$ cat config.mk
export PLATFORM = sky130hd
export DESIGN_NAME = keypad_hex_entry
export DESIGN_NICKNAME = d
export VERILOG_FILES = /design/src/rtl/keypad_hex_entry.sv
export SDC_FILE = /design/constraint.sdc
export NUM_CORES = 1
export LEC_CHECK = 0
export CAP_MARGIN = 20
export CELL_PAD_IN_SITES_DETAIL_PLACEMENT = 1
export CELL_PAD_IN_SITES_GLOBAL_PLACEMENT = 1
export CORE_MARGIN = 2
export CORE_UTILIZATION = 49
export CTS_CLUSTER_DIAMETER = 60
export DETAILED_ROUTE_END_ITERATION = 8
export DONT_BUFFER_PORTS = 1
export PLACE_DENSITY_LB_ADDON = 0.1
export SLEW_MARGIN = 30
export SYNTH_ARGS = -nofsm -noshare
export SYNTH_HDL_FRONTEND = slang
export SYNTH_SLANG_ARGS = --single-unit
$ cat constraint.sdc
create_clock -name clk -period 2.8 [get_ports clk]
set_clock_uncertainty 0.2 [all_clocks]
set_input_delay 0.56 -clock clk [delete_from_list [all_inputs] [get_ports clk]]
set_output_delay 0.56 -clock clk [all_outputs]
set_load 0.01 [all_outputs]
$ cat src/rtl/keypad_hex_entry.sv
// rtl/keypad_hex_entry.sv - keypad debounce, key strobe and multi-digit hex entry register
// Optional auto-repeat while a key is held: define KEYPAD_HEX_ENTRY_AUTOREPEAT_EN.
module keypad_hex_entry #(
  parameter int DIGITS          = 4,
  parameter int DEBOUNCE_CYCLES = 50000,
  parameter int REPEAT_DELAY    = 25000000,
  parameter int REPEAT_RATE     = 5000000
) (
  input  logic                  clk,
  input  logic                  reset,
  input  logic [3:0]            hex,
  input  logic                  keydown,
  input  logic                  clear,
  output logic                  key_strobe,
  output logic [3:0]            key_code,
  output logic [4*DIGITS-1:0]   value,
  output logic [3:0]            digit_count,
  output logic                  overflow,
  output logic                  key_held
);

  localparam int VW = 4 * DIGITS;
  localparam int CW = $clog2(DEBOUNCE_CYCLES + 1);
  localparam logic [CW-1:0] DB_LAST = CW'(DEBOUNCE_CYCLES - 1);
  localparam logic [3:0] DIG_MAX = 4'(DIGITS);

  if (DIGITS < 1 || DIGITS > 8 || DEBOUNCE_CYCLES < 2 || REPEAT_DELAY < 1 || REPEAT_RATE < 1) begin : g_bad_params
    $error("keypad_hex_entry: parameter out of range");
  end

  typedef enum logic [1:0] {IDLE, PRESS_WAIT, HELD, REL_WAIT} state_t;

  state_t        state, state_n;
  logic [CW-1:0] cnt, cnt_n;
  logic          kd_m, kd_s;
  logic [3:0]    hex_m, hex_s;
  logic          press_accept, accept;

  // hex travels through the same two stages as keydown so the code matches the level
  always_ff @(posedge clk or posedge reset) begin
    if (reset) begin
      kd_m  <= 1'b0;
      kd_s  <= 1'b0;
      hex_m <= 4'd0;
      hex_s <= 4'd0;
    end else begin
      kd_m  <= keydown;
      kd_s  <= kd_m;
      hex_m <= hex;
      hex_s <= hex_m;
    end
  end

  always_ff @(posedge clk or posedge reset) begin
    if (reset) begin
      state <= IDLE;
      cnt   <= '0;
    end else begin
      state <= state_n;
      cnt   <= cnt_n;
    end
  end

  always_comb begin
    state_n      = state;
    cnt_n        = cnt;
    press_accept = 1'b0;
    unique case (state)
      IDLE: begin
        if (kd_s) begin
          state_n = PRESS_WAIT;
          cnt_n   = '0;
        end
      end
      PRESS_WAIT: begin
        if (!kd_s) begin
          state_n = IDLE;
          cnt_n   = '0;
        end else if (cnt == DB_LAST) begin
          state_n      = HELD;
          cnt_n        = '0;
          press_accept = 1'b1;
        end else begin
          cnt_n = cnt + CW'(1);
        end
      end
      HELD: begin
        if (!kd_s) begin
          state_n = REL_WAIT;
          cnt_n   = '0;
        end
      end
      REL_WAIT: begin
        if (kd_s) begin
          state_n = HELD;
          cnt_n   = '0;
        end else if (cnt == DB_LAST) begin
          state_n = IDLE;
          cnt_n   = '0;
        end else begin
          cnt_n = cnt + CW'(1);
        end
      end
      default: begin
        state_n = IDLE;
        cnt_n   = '0;
      end
    endcase
  end

`ifdef KEYPAD_HEX_ENTRY_AUTOREPEAT_EN
  localparam int RMAX = (REPEAT_DELAY > REPEAT_RATE) ? REPEAT_DELAY : REPEAT_RATE;
  localparam int RW   = $clog2(RMAX + 1);
  localparam logic [RW-1:0] RD_LAST = RW'(REPEAT_DELAY - 1);
  localparam logic [RW-1:0] RR_LAST = RW'(REPEAT_RATE - 1);

  logic [RW-1:0] rcnt, rcnt_n;
  logic          rphase, rphase_n;
  logic          rep_fire;

  // rcnt only advances while HELD with the key down, so release bounces pause it
  always_comb begin
    rcnt_n   = rcnt;
    rphase_n = rphase;
    rep_fire = 1'b0;
    if (press_accept) begin
      rcnt_n   = '0;
      rphase_n = 1'b0;
    end else if (state == HELD && kd_s) begin
      if (rcnt == (rphase ? RR_LAST : RD_LAST)) begin
        rcnt_n   = '0;
        rphase_n = 1'b1;
        rep_fire = 1'b1;
      end else begin
        rcnt_n = rcnt + RW'(1);
      end
    end
  end

  always_ff @(posedge clk or posedge reset) begin
    if (reset) begin
      rcnt   <= '0;
      rphase <= 1'b0;
    end else begin
      rcnt   <= rcnt_n;
      rphase <= rphase_n;
    end
  end

  assign accept = press_accept | rep_fire;
`else
  assign accept = press_accept;
`endif

  // clear wins first, then a coincident accept lands on the cleared register
  always_ff @(posedge clk or posedge reset) begin
    if (reset) begin
      key_strobe  <= 1'b0;
      key_code    <= 4'd0;
      value       <= '0;
      digit_count <= 4'd0;
      overflow    <= 1'b0;
    end else begin
      key_strobe <= accept;
      if (accept) key_code <= hex_s;
      if (clear) begin
        value       <= accept ? VW'(hex_s) : '0;
        digit_count <= accept ? 4'd1 : 4'd0;
        overflow    <= 1'b0;
      end else if (accept) begin
        value <= (value << 4) | VW'(hex_s);
        if (digit_count < DIG_MAX) digit_count <= digit_count + 4'd1;
        else overflow <= 1'b1;
      end
    end
  end

  assign key_held = (state == HELD) || (state == REL_WAIT);

endmodule
==> flow_metrics.env <==
export IMPL_period_share_pct=76.39
export IMPL_grt_pass1_vias=1881
export IMPL_ys_flop_type="dfrtp_1"
export IMPL_path_class="flip-flop to flip-flop"
export IMPL_syn_area_per_cell_um2=10.59
export IMPL_fin_setup_tns_ns=0
export IMPL_ys_ff_latch=54
export IMPL_clockBufferDepth=2
export IMPL_gp_congestion=0.9350
export IMPL_synthTopCellsByCount="dfrtp_1 (54), nand3_1 (20), o21ai_0 (18), a21oi_1 (15)"
export IMPL_period_needed_ns=2.139
export IMPL_totalWireLength_um=5748
export IMPL_clkSinkCount=54
export IMPL_p_per_area_mw_per_mm2=657.7
export IMPL_slew_headroom_pct=55.76
export IMPL_fp_dieW_um=74.06
export IMPL_fill_cells=528
export IMPL_dp_hpwl_um=3797
export IMPL_rsz0062_at_grt="false"
export IMPL_io_pins=35
export IMPL_yosysWarnings=0
export IMPL_clockPowerShare_pct=28.2
export IMPL_endpoint_kind="flip-flop"
export IMPL_placed_cell_area_mm2=0.002445
export IMPL_drv_slew=0
export IMPL_netSwitchingFraction_pct=34.07
export IMPL_reg2reg_slack_ns=0.66
export IMPL_areaGrowthSynthToFinish_pct=5.723
export IMPL_grt_max_degree=55
export IMPL_cts_tree="done"
export IMPL_cap_violations=0
export IMPL_setup_violations=0
export IMPL_first_pass_iters=4
export IMPL_drtIter0Drc=136
export IMPL_vias=1837
export IMPL_cts_resized=0
export IMPL_yosys_area_top_type_share_pct=56.19
export IMPL_ant_nets=0
export IMPL_die_h_um=74.06
export IMPL_drc_errors=0
export IMPL_critPathArrivalTime_ns=2.15
export IMPL_port_buffers=0
export IMPL_synth_largest_area_cell="dfrtp_1"
export IMPL_drive_gt1_share_pct=12.00
export IMPL_final_area_mm2=0.002542
export IMPL_max_freq_mhz=467.5
export IMPL_diodes=0
export IMPL_post_synth_top_count_cell="dfrtp_1"
export IMPL_hold_violations=0
export IMPL_power_leakage_nw=1.062
export IMPL_startpoint_type="flip-flop"
export IMPL_htreeDepth=2
export IMPL_async_flop_share_pct=100.0
export IMPL_viasPerCell=6.291
export IMPL_synth_net_count=237
export IMPL_p_switching_mw=0.5698
export IMPL_grt_overflow=0
export IMPL_synthTopCellsByArea="dfrtp_1 (56%), nand3_1 (4.2%), o21ai_0 (3.7%)"
export IMPL_postCtsSetupBuffers=0
export IMPL_path_clk_slew_ns=0.11
export IMPL_antenna_found_initial=0
export IMPL_ir_drop_uv=391.9
export IMPL_grt_pass1_wl_um=9197
export IMPL_coreArea_mm2=0.004723
export IMPL_ys_seq_area_share_pct=56.19
export IMPL_p_int_mw=1.102
export IMPL_wire_per_inst_um=19.68
export IMPL_holdPathEnd="hex_m[1]"
export IMPL_grt_util_all_layers_pct=22.01
export IMPL_start_util_pct=50.91
export IMPL_tightest_slew_ns=0.6636
export IMPL_worstReg2RegStart="cnt[0]"
export IMPL_status="finished, final reports clean"
export IMPL_worstPathRequired_ns=2.81
export IMPL_mappedNetlistArea_mm2=0.002405
export IMPL_min_from="hex[1]"
export IMPL_combPwrFrac_pct=19.9
export IMPL_critPathMaxFanout=28
export IMPL_syn_inst=227
export IMPL_postCtsHoldBufs=0
export IMPL_reg2regPathDepth=5
export IMPL_ys_types=43
export IMPL_fin_nets=234
export IMPL_holdPathStages=0
export IMPL_seqPwrFrac_pct=51.8
export IMPL_clock_latency_ns=0.32
export IMPL_cts_root_buf="clkbuf_8"
export IMPL_worstHoldPathType="primary input to flip-flop"
export IMPL_cts_buffers=5
export IMPL_dieArea_mm2=0.005484
export IMPL_row_count=25
export IMPL_synth_edf_count=0
-- metrics by stage --
step	worst slack [ns]	util (%)	cells	hold slack (ns)	total power, mW
after floorplan	0.7254	-	227	0.1312	1.121
after global placement	0.7880	51.76	284	0.1332	1.195
after detailed placement	0.7135	51.76	284	0.1403	1.213
after CTS	0.6648	53.83	292	0.05572	1.677
after global routing	0.5443	53.83	292	0.04262	1.753
final	0.6612	53.83	292	0.05752	1.672
-- layout make-up --
type	instances	area [um^2]	area share (%)
flip-flops and latches	54	1351	53.15
multi-input cells	151	949.7	37.35
well taps	67	83.83	3.297
clock buffers	5	68.82	2.707
repair buffers	4	30.03	1.181
inverters	8	30.03	1.181
clock inverters	3	28.78	1.132
-- logic make-up after synthesis --
family                     share of synthesized area, %
AOI/OAI and AO/OA                                 16.75
xor gates and xnor gates                          1.093
adders and majority gates                         1.040
buffers and inverters                             4.318
DFF                                               56.19
muxes                                             2.341
and+or+nand+nor                                   18.26
-- how the worst max path moves through the flow --
stage,from,end
floorplan,reset,async pin
global placement,cnt[0],flip-flop
detailed placement,cnt[1],flip-flop
CTS,cnt[0],cnt[5]
global route,cnt[0],digit_count[1]
finish,cnt[0],flip-flop
-- placed cells by master (no fill, tap or decap), types with 2 or more instances in the layout --
| cell type | netlist | layout |
|---|---|---|
| dfrtp_1 | 54 | 54 |
| nand3_1 | 20 | 20 |
| o21ai_0 | 18 | 18 |
| a21oi_1 | 15 | 15 |
| nand2_1 | 12 | 12 |
| nor2_1 | 12 | 12 |
| a31oi_1 | 10 | 10 |
| a22o_1 | 8 | 8 |
| inv_1 | 8 | 7 |
| nand4_1 | 7 | 7 |
| mux2_2 | 5 | 5 |
| clkbuf_8 | 0 | 5 |
| or3_1 | 4 | 4 |
| nor3_1 | 4 | 4 |
| nor4_1 | 4 | 4 |
| buf_4 | 0 | 4 |
| or2_2 | 3 | 3 |
| o31ai_1 | 3 | 3 |
| xor2_1 | 2 | 2 |
| o311a_1 | 2 | 2 |
| o21ai_1 | 2 | 2 |
| ha_1 | 2 | 2 |
-- power by group through the flow --
stage | sequential, mW | combinational (mW) | clock (mW)
3_3_place_gp | 0.880 | 0.315 | 0
6_report | 0.867 | 0.334 | 0.472
3_5_place_dp | 0.883 | 0.330 | 0
5_1_grt | 0.877 | 0.371 | 0.505
2_1_floorplan | 0.865 | 0.256 | 0
4_1_cts | 0.868 | 0.333 | 0.475
-- state kept, by name, indices dropped and copies added, names as in the netlist, named ones only --
register / cells
cnt: 16
digit_count: 4
hex_m: 4
hex_s: 4
kd_m: 1
kd_s: 1
key_code: 4
key_strobe: 1
overflow: 1
state: 1
value: 16
-- per-layer routing --
metal  vias to the layer above  global-route usage, %  wire length (um)
li1                        828                      -                 -
met1                       953                  31.06              2595
met2                        52                  34.03              2790
met3                         4                  5.962               323
met4                         0                  5.657                38
met5                         -                      0                 0
-- worst max-delay path, cell delays in order, from the launching register on --
cell and delay, ns:
dfrtp_1 0.44, ha_1 0.24, and3_1 0.26, and4_4 0.47, o21ai_1 0.13, mux2_2 0.28
No activity file was read; power rests on OpenSTA's default activity.
